[src/rtl/game_pkg.sv]
// Shared game definitions: scheduler state, enemy queue entry layout,
// slot count and the 56-bit enemy instance record layout.
package game_pkg;

  localparam int unsigned QUEUE_DEPTH = 64;
  localparam int unsigned ADDR_W      = 6;
  localparam int unsigned SLOT_N      = 8;
  localparam int unsigned SLOT_W      = $clog2(SLOT_N);
  localparam int unsigned ROM_LAT     = 2;
  localparam int unsigned CNT_W       = $clog2(ROM_LAT + 1);
  localparam int unsigned TIME_W      = 12;
  localparam int unsigned TYPE_W      = 3;
  localparam int unsigned ENTRY_W     = 15;

  // Queue entry layout: {timestamp[11:0], type[2:0]}
  localparam int unsigned TS_MSB   = 14;
  localparam int unsigned TS_LSB   = 3;
  localparam int unsigned TYPE_MSB = 2;

  localparam logic [TYPE_W-1:0] ENEMY_TYPE_END = 3'b111;
  localparam logic [TIME_W-1:0] TIME_MAX       = 12'hFFF;

  // Enemy instance record layout as written by the engine
  localparam int unsigned INST_W         = 56;
  localparam int unsigned INST_EXIST_BIT = 55;
  localparam int unsigned INST_TYPE_MSB  = 54;
  localparam int unsigned INST_TYPE_LSB  = 52;
  localparam int unsigned INST_X_MSB     = 51;
  localparam int unsigned INST_X_LSB     = 42;
  localparam int unsigned INST_Y_MSB     = 41;
  localparam int unsigned INST_Y_LSB     = 32;

  typedef enum logic [2:0] {
    S_IDLE,
    S_FETCH,
    S_WAIT_TIME,
    S_FIND_SLOT,
    S_SPAWN,
    S_DONE
  } sched_state_t;

  // Spawn request payload handed to the instance writer
  typedef struct packed {
    logic [SLOT_W-1:0] slot;
    logic [TYPE_W-1:0] etype;
  } spawn_req_t;

endpackage

[src/rtl/free_slot_encoder.sv]
// Lowest-zero priority encoder over the instance exist bits.
//   i_slot_busy : exist bit per slot
//   o_found_c   : at least one slot is free
//   o_idx_c     : index of the lowest free slot (0 when none)
module free_slot_encoder
  import game_pkg::*;
#(
  parameter int unsigned N     = SLOT_N,
  parameter int unsigned IDX_W = SLOT_W
) (
  input  logic [N-1:0]     i_slot_busy,
  output logic             o_found_c,
  output logic [IDX_W-1:0] o_idx_c
);

  // First free slot scanning upward wins
  always_comb begin
    o_found_c = 1'b0;
    o_idx_c   = '0;
    for (int i = 0; i < int'(N); i++) begin
      if (!o_found_c && !i_slot_busy[i]) begin
        o_found_c = 1'b1;
        o_idx_c   = IDX_W'(i);
      end
    end
  end

endmodule

[src/rtl/enemy_wave_scheduler.sv]
// Enemy wave scheduler: walks the active level's enemy queue ROM, waits
// for game time to reach each entry's timestamp, allocates the lowest free
// instance slot and issues a spawn request to the instance writer.
//   clk_25MHz, rst      : clock, async active-low reset
//   frame_tick          : one pulse per frame, advances game_time
//   start / abort       : level (re)start pulse / forced return to IDLE
//   level               : queue select, sampled on start (0 means 1)
//   slot_busy           : per-slot exist bits
//   rom_sel/addr/data   : queue ROM interface (ROM_LAT cycle read)
//   spawn_valid/slot/type, spawn_ack : spawn handshake
//   game_time, queue_done, busy      : status
module enemy_wave_scheduler
  import game_pkg::*;
(
  input  logic               clk_25MHz,
  input  logic               rst,
  input  logic               frame_tick,
  input  logic               start,
  input  logic               abort,
  input  logic [1:0]         level,
  input  logic [SLOT_N-1:0]  slot_busy,
  output logic [1:0]         rom_sel,
  output logic [ADDR_W-1:0]  rom_addr,
  input  logic [ENTRY_W-1:0] rom_data,
  output logic               spawn_valid,
  output logic [SLOT_W-1:0]  spawn_slot,
  output logic [TYPE_W-1:0]  spawn_type,
  input  logic               spawn_ack,
  output logic [TIME_W-1:0]  game_time,
  output logic               queue_done,
  output logic               busy
);

  sched_state_t        r_state,       w_state_nxt;
  logic [1:0]          r_rom_sel,     w_rom_sel_nxt;
  logic [ADDR_W-1:0]   r_rom_addr,    w_rom_addr_nxt;
  spawn_req_t          r_spawn,       w_spawn_nxt;
  logic                r_spawn_valid, w_spawn_valid_nxt;
  logic [TIME_W-1:0]   r_game_time,   w_game_time_nxt;
  logic                r_queue_done,  w_queue_done_nxt;
  logic                r_busy,        w_busy_nxt;
  logic [TIME_W-1:0]   r_ts,          w_ts_nxt;
  logic [TYPE_W-1:0]   r_type,        w_type_nxt;
  logic [CNT_W-1:0]    r_fetch_cnt,   w_fetch_cnt_nxt;

  logic                w_found;
  logic [SLOT_W-1:0]   w_free_idx;
  logic [TIME_W-1:0]   w_rom_ts;
  logic [TYPE_W-1:0]   w_rom_type;

  assign w_rom_ts   = rom_data[TS_MSB:TS_LSB];
  assign w_rom_type = rom_data[TYPE_MSB:0];

  free_slot_encoder #(
    .N     (SLOT_N),
    .IDX_W (SLOT_W)
  ) u_free_slot (
    .i_slot_busy (slot_busy),
    .o_found_c   (w_found),
    .o_idx_c     (w_free_idx)
  );

  // State and output registers
  always_ff @(posedge clk_25MHz or negedge rst) begin
    if (!rst) begin
      r_state       <= S_IDLE;
      r_rom_sel     <= '0;
      r_rom_addr    <= '0;
      r_spawn       <= '0;
      r_spawn_valid <= 1'b0;
      r_game_time   <= '0;
      r_queue_done  <= 1'b0;
      r_busy        <= 1'b0;
      r_ts          <= '0;
      r_type        <= '0;
      r_fetch_cnt   <= '0;
    end else begin
      r_state       <= w_state_nxt;
      r_rom_sel     <= w_rom_sel_nxt;
      r_rom_addr    <= w_rom_addr_nxt;
      r_spawn       <= w_spawn_nxt;
      r_spawn_valid <= w_spawn_valid_nxt;
      r_game_time   <= w_game_time_nxt;
      r_queue_done  <= w_queue_done_nxt;
      r_busy        <= w_busy_nxt;
      r_ts          <= w_ts_nxt;
      r_type        <= w_type_nxt;
      r_fetch_cnt   <= w_fetch_cnt_nxt;
    end
  end

  // Next-state and next-output logic; abort beats start beats everything else
  always_comb begin
    w_state_nxt       = r_state;
    w_rom_sel_nxt     = r_rom_sel;
    w_rom_addr_nxt    = r_rom_addr;
    w_spawn_nxt       = r_spawn;
    w_spawn_valid_nxt = r_spawn_valid;
    w_game_time_nxt   = r_game_time;
    w_ts_nxt          = r_ts;
    w_type_nxt        = r_type;
    w_fetch_cnt_nxt   = '0;

    // Game time runs in every state but IDLE and never wraps
    if ((r_state != S_IDLE) && frame_tick && (r_game_time != TIME_MAX)) begin
      w_game_time_nxt = r_game_time + TIME_W'(1);
    end

    if (abort) begin
      w_state_nxt       = S_IDLE;
      w_spawn_valid_nxt = 1'b0;
      w_game_time_nxt   = r_game_time;
    end else if (start) begin
      w_state_nxt       = S_FETCH;
      w_rom_sel_nxt     = (level == 2'd0) ? 2'd1 : level;
      w_rom_addr_nxt    = '0;
      w_game_time_nxt   = '0;
      w_spawn_valid_nxt = 1'b0;
    end else begin
      case (r_state)
        S_FETCH: begin
          // Address has been stable ROM_LAT cycles: data is valid now
          if (r_fetch_cnt == CNT_W'(ROM_LAT)) begin
            w_ts_nxt    = w_rom_ts;
            w_type_nxt  = w_rom_type;
            w_state_nxt = (w_rom_type == ENEMY_TYPE_END) ? S_DONE : S_WAIT_TIME;
          end else begin
            w_fetch_cnt_nxt = r_fetch_cnt + CNT_W'(1);
          end
        end
        S_WAIT_TIME: begin
          if (r_game_time >= r_ts) begin
            w_state_nxt = S_FIND_SLOT;
          end
        end
        S_FIND_SLOT: begin
          if (w_found) begin
            w_spawn_nxt.slot  = w_free_idx;
            w_spawn_nxt.etype = r_type;
            w_spawn_valid_nxt = 1'b1;
            w_state_nxt       = S_SPAWN;
          end
        end
        S_SPAWN: begin
          if (spawn_ack) begin
            w_spawn_valid_nxt = 1'b0;
            if (r_rom_addr == ADDR_W'(QUEUE_DEPTH - 1)) begin
              w_state_nxt = S_DONE;
            end else begin
              w_rom_addr_nxt = r_rom_addr + ADDR_W'(1);
              w_state_nxt    = S_FETCH;
            end
          end
        end
        default: ;
      endcase
    end

    w_queue_done_nxt = (w_state_nxt == S_DONE);
    w_busy_nxt       = (w_state_nxt != S_IDLE) && (w_state_nxt != S_DONE);
  end

  assign rom_sel     = r_rom_sel;
  assign rom_addr    = r_rom_addr;
  assign spawn_valid = r_spawn_valid;
  assign spawn_slot  = r_spawn.slot;
  assign spawn_type  = r_spawn.etype;
  assign game_time   = r_game_time;
  assign queue_done  = r_queue_done;
  assign busy        = r_busy;

endmodule

[config.mk]
export PLATFORM = sky130hd
export DESIGN_NAME = enemy_wave_scheduler
export DESIGN_NICKNAME = d
export VERILOG_FILES = /design/src/rtl/game_pkg.sv /design/src/rtl/free_slot_encoder.sv /design/src/rtl/enemy_wave_scheduler.sv
export SDC_FILE = /design/constraint.sdc
export NUM_CORES = 1
export LEC_CHECK = 0
export ABC_AREA = 1
export BUFFER_PORTS_ARGS = -buffer_cell sky130_fd_sc_hd__buf_4
export CAP_MARGIN = 20
export CELL_PAD_IN_SITES_DETAIL_PLACEMENT = 0
export CELL_PAD_IN_SITES_GLOBAL_PLACEMENT = 1
export CORE_ASPECT_RATIO = 2
export CORE_UTILIZATION = 40
export CTS_CLUSTER_SIZE = 12
export DETAILED_ROUTE_END_ITERATION = 7
export PLACE_DENSITY_LB_ADDON = 0.1
export SYNTH_ARGS = -nofsm -noshare
export SYNTH_HDL_FRONTEND = slang
export SYNTH_SLANG_ARGS = --single-unit
[constraint.sdc]
create_clock -name clk_25MHz -period 2.1 [get_ports clk_25MHz]
set_input_delay 0.21 -clock clk_25MHz [delete_from_list [all_inputs] [get_ports clk_25MHz]]
set_output_delay 0.21 -clock clk_25MHz [all_outputs]
set_load 0.05 [all_outputs]
==> flow_summary.yaml, run 1 <==
drt:
  wire_per_inst_um: 13.1
  via_per_inst: 4.89
  post-route-drc-count: 0
  first_iter_violations: 79
  first_pass_iters: 4
  antenna_left: 0
  via_count: 2467
  wl_um: 6620
yosys:
  netlist-cell-type-count: 34
  synth_area_leaders: "dfrtp_1 44%, nand2_1 12%, ha_1 6.3%, inv_1 5.3%, nor2_1 5.0%"
  ys_ff_latch: 49
  yosysSeqAreaShare_pct: 44.3
  synth_edf_count: 0
  synth_top_area_share_pct: 44.3
  yosys.area.top_type: "dfrtp_1"
  async_flop_share_pct: 100
  synth_area_per_cell_um2: 8.01
  synth_ff_type: "dfrtp_1"
  synth_nets: 391
  synth-warning-count: 0
  postSynthCellCount: 346
  netlist_area_um2: 2770
clock_tree:
  postCtsResizedCells: 0
  ctsHoldBuffers: 1
  post_cts.repair.setup_buffers: 0
  cts.reportedPaths.clkPinSlew_ns: 0.06
  clock_latency_ns: 0.29
  cts_buffer_depth: 2
  ctsRootBufferMaster: "clkbuf_16"
  cts_sinks: 49
  tritoncts: "yes"
  cts_inserted_buffers: 5
  h-tree-depth: 2
placement:
  dp_hpwl_um: 5270
  place.port_buffers: 59
  dp_slack_ns: 0.256
  place_congestion: 0.832
sta:
  slew-limit-headroom_pct: 58.6
  rsz0062_at_grt: "false"
  setup_ws_ns: 0.260
  fin_tns_setup_ns: 0
  tightest_slew_ns: 0.622
  finalClockSkew_ns: 0.00838
  fin_crit_sh_pct: 87.6
  post-route-min-period_ns: 1.84
  hold_viol_final: 0
  setup_viol: 0
  final-max-slew-violation-count: 0
  fmaxAchievable_mhz: 543
  whs_ns: 0.147
die:
  die_w_um: 60.8
  core_area_um2: 6670
  ioPinCount: 60
  die_area_um2: 7280
  rows: 42
  die_h_um: 120
  start_util_pct: 41.5
critical_path:
  rrSetupSlack_ns: 0.26
  r2r-end: "game_time[4]"
  endpoint_kind: "register"
  crit_type: "register to register"
  r2r_start: "game_time[0]"
  crit_path_max_incr_delay_ns: 0.44
  crit_required_ns: 2.28
  start_kind: "register"
  cp_slowest_cell: "dfrtp_1"
  reg2regPathDepth: 9
  path_max_fanout: 7
  crit_arrival_ns: 2.02
  crit_chain: "ha_1 -> nand3_1 -> nor2_2 -> nand4_1 -> nor2_1 -> o21ai_2 -> inv_2 -> o21ai_1 -> and2_1"
hold_path:
  hp-start: "level[0]"
  holdPathEnd: "rom_sel[0]"
  hold_class: "input port to register"
  hold_depth: 2
global_routing:
  grt_pass1_vias: 2453
  grt_max_degree: 50
  grt_pass1_wl_um: 11000
  antenna_found_initial: 0
  grt-ovfl-total: 0
  grtUsageTotal_pct: 20.5
finish:
  diodes: 0
  drive_gt1_share_pct: 24.7
  final-seq-area_um2: 1230
  fin_nets: 461
  syn2layout_area_growth_pct: 26.3
  fill_cells: 696
  multi_input_area_um2: 1330
outcome:
  status: "completed"
flow_run:
  drv_cap: 0
pwr:
  power_per_cell_area_nw_per_um2: 594
  max-vdd-ir-drop_uv: 430
  power_mw: 2.08
  p_leak_nw: 1.86
critical path, delay by kind of cell, from the launching register on:
family          cells  cell delay, ns
compound gates      2            0.20
fa+ha+maj           1            0.24
buf+inv             1            0.13
flops               1            0.44
simple gates        5            0.72
metrics by stage:
step                      area, um2  util (%)  instances
final                          3500      52.4        505
after floorplan                2770         -        346
after detailed placement       3350      50.1        496
after global placement         3350      50.1        496
after CTS                      3500      52.4        505
after global routing           3500      52.4        505
cell families after synthesis:
| kind of cell | share of synthesized area [%] |
|---|---|
| buffers and inverters | 7.72 |
| adders and majority gates | 6.32 |
| muxes | 1.63 |
| and+or+nand+nor | 28.5 |
| xor gates and xnor gates | 2.85 |
| DFF | 44.3 |
| AOI/OAI and AO/OA | 8.76 |
layer usage:
layer | wire (um) | GRT usage (%) | vias to the layer above
li1 | - | - | 1253
met1 | 2450 | 20.9 | 1163
met2 | 3860 | 38.7 | 44
met3 | 186 | 3.45 | 7
met4 | 118 | 7.95 | 0
met5 | 0 | 0 | -
state kept, by name, indices dropped and copies added (netlist names), 2 cells and up:
register and count:
game_time 12, r_ts 12, rom_addr 6, r_state 3
r_type 3, spawn_slot 3, spawn_type 3, r_fetch_cnt 2
rom_sel 2
layout make-up:
cell class | count | area share (%)
multi-input cells | 245 | 38.0
well taps | 88 | 3.15
inverters | 48 | 5.29
flip-flops and latches | 49 | 35.0
clock buffers | 6 | 3.68
clock inverters | 2 | 0.393
repair buffers | 67 | 14.4
placed cells by master, fill, tap and decap left out, types with 2 or more instances in the layout:
cell and n:
a21oi_1 23, inv_6 2, o21ai_0 7, o21ai_1 7, o21ai_2 2, nand4_2 2
nand3_1 20, ha_1 14, nor2_1 37, nand2_2 2, nand4_1 5, nand2_1 85
inv_1 39, clkbuf_16 5, mux2_2 4, xor2_1 9, nor3_1 7, nor4_1 3
buf_4 66, dfrtp_1 49, nor2_2 7, inv_2 8
cells in the mapped netlist (3+ instances only):
| master | instances |
|---|---|
| nand2_1 | 85 |
| dfrtp_1 | 49 |
| inv_1 | 39 |
| nor2_1 | 37 |
| a21oi_1 | 23 |
| nand3_1 | 20 |
| ha_1 | 14 |
| xor2_1 | 9 |
| inv_2 | 8 |
| nor2_2 | 7 |
| nor3_1 | 7 |
| o21ai_0 | 7 |
| o21ai_1 | 7 |
| nand4_1 | 5 |
| mux2_2 | 4 |
| nor4_1 | 3 |
how the worst max path moves through the flow:
stage / start / to
after global placement: game_time[0] / game_time[4]
after global routing: game_time[0] / game_time[7]
after CTS: game_time[0] / game_time[4]
after floorplan: game_time[0] / game_time[4]
final: game_time[0] / game_time[4]
after detailed placement: game_time[0] / game_time[11]
report_power, final:
part,switching (mW),internal (mW),leakage (nW)
logic,0.189,0.103,1.18
registers,0.0221,0.970,0.617
clock network,0.350,0.444,0.0712
total,0.561,1.52,1.86
No activity file was read; power rests on OpenSTA's default activity.
==> inputs of run 2 (changes only) <==
- MAX_ROUTING_LAYER: unset -> met4
==> flow_summary.yaml, run 2 (synthesized netlist as in run 1, its figures left out) <==
hold_path:
  hold_depth: 2
  hold_class: "input port to register"
  holdPathEnd: "rom_sel[0]"
  hp-start: "level[0]"
sta:
  tightest_slew_ns: 0.627
  slew-limit-headroom_pct: 58.2
  setup_viol: 0
  hold_viol_final: 0
  final-max-slew-violation-count: 0
  finalClockSkew_ns: 0.00822
  rsz0062_at_grt: "false"
  whs_ns: 0.147
  fin_crit_sh_pct: 87.7
  fin_tns_setup_ns: 0
  post-route-min-period_ns: 1.84
  setup_ws_ns: 0.259
  fmaxAchievable_mhz: 543
clock_tree:
  h-tree-depth: 2
  cts_buffer_depth: 2
  tritoncts: "yes"
  clock_latency_ns: 0.29
  post_cts.repair.setup_buffers: 0
  cts_inserted_buffers: 5
  ctsRootBufferMaster: "clkbuf_16"
  cts_sinks: 49
  cts.reportedPaths.clkPinSlew_ns: 0.07
die:
  ioPinCount: 60
  die_h_um: 120
  rows: 42
  die_w_um: 60.8
  start_util_pct: 41.5
  core_area_um2: 6670
  die_area_um2: 7280
finish:
  stdcell_area_um2: 3500
  final_cell_mix: "85 x nand2_1, 66 x buf_4, 49 x dfrtp_1"
  syn2layout_area_growth_pct: 26.3
  drive_gt1_share_pct: 24.7
  layout_commonest_cell: "nand2_1"
  diodes: 0
  fin_nets: 461
  final_util_pct: 52.4
placement:
  dp_slack_ns: 0.256
  dp_hpwl_um: 5270
  place.port_buffers: 59
  place_congestion: 0.845
  placedInstanceArea_um2: 3350
drt:
  via_count: 2464
  via_per_inst: 4.88
  post-route-drc-count: 0
  first_pass_iters: 4
  first_iter_violations: 101
  antenna_left: 0
  wl_um: 6630
  wire_per_inst_um: 13.1
global_routing:
  grtUsageTotal_pct: 21.0
  grt_max_degree: 50
  grt_pass1_wl_um: 11000
  grt-ovfl-total: 0
  antenna_found_initial: 0
  grt_pass1_vias: 2461
critical_path:
  path_max_fanout: 7
  r2r_start: "game_time[0]"
  crit_arrival_ns: 2.02
  endpoint_kind: "register"
  crit_required_ns: 2.28
  start_kind: "register"
  reg2regPathDepth: 9
  crit_type: "register to register"
  r2r-end: "game_time[11]"
  rrSetupSlack_ns: 0.26
flow_run:
  drv_cap: 0
pwr:
  power_per_cell_area_nw_per_um2: 594
  p_leak_nw: 1.86
  max-vdd-ir-drop_uv: 428
outcome:
  status: "completed"
[run 2: cell counts in the layout (fill, tap and decap cells not counted)]
Identical to the previous run, type by type.
[run 2: what timing repair did]
item / 4_1_cts / 5_1_grt
hold buffers: 1 / 0
gates resized for setup: 0 / 0
endpoints found under the hold margin: 49 / 0
[run 2: how the worst max path moves through the flow]
| stage | start | to | slack (ns) | cells after the start |
|---|---|---|---|---|
| after global placement | game_time[0] | game_time[4] | 0.26 | 9 |
| after floorplan | game_time[0] | game_time[4] | 0.12 | 9 |
| after CTS | game_time[0] | game_time[4] | 0.25 | 9 |
| after detailed placement | game_time[0] | game_time[11] | 0.26 | 9 |
| after global routing | game_time[0] | game_time[7] | 0.07 | 9 |
| final | game_time[0] | game_time[11] | 0.26 | 9 |
[run 2: power by group]
group	leakage, nW	switching [mW]	internal [mW]
clock network	0.0712	0.350	0.444
logic	1.18	0.189	0.103
registers	0.617	0.0221	0.970
[run 2: worst max-delay path, stage by stage (launching register included)]
cell	delay (ns)
dfrtp_1	0.44
ha_1	0.24
nand3_1	0.12
nor2_2	0.15
nand4_1	0.13
nor2_1	0.19
o21ai_2	0.14
buf_4	0.19
nand2_1	0.07
nand2_1	0.07
[run 2: area by class of cell]
| type | count | area [um2] |
|---|---|---|
| inverters | 48 | 185 |
| fillers | 696 | 3170 |
| well taps | 88 | 110 |
| flip-flops and latches | 49 | 1230 |
| repair buffers | 67 | 505 |
| multi-input cells | 245 | 1330 |
| clock inverters | 2 | 13.8 |
| clock buffers | 6 | 129 |
[run 2: routing by layer]
metal	up-vias	global-route usage, %	wire, um
met3	8	3.34	194
met2	48	38.6	3830
met4	0	7.95	114
met5	-	-	0
li1	1253	-	-
met1	1155	21.0	2490
[run 2: per-stage QoR]
stage                     power [mW]  std cells
after floorplan                 1.18        346
after global placement          1.30        496
after CTS                       2.11        505
after global routing            2.18        505
after detailed placement        1.31        496
final                           2.08        505
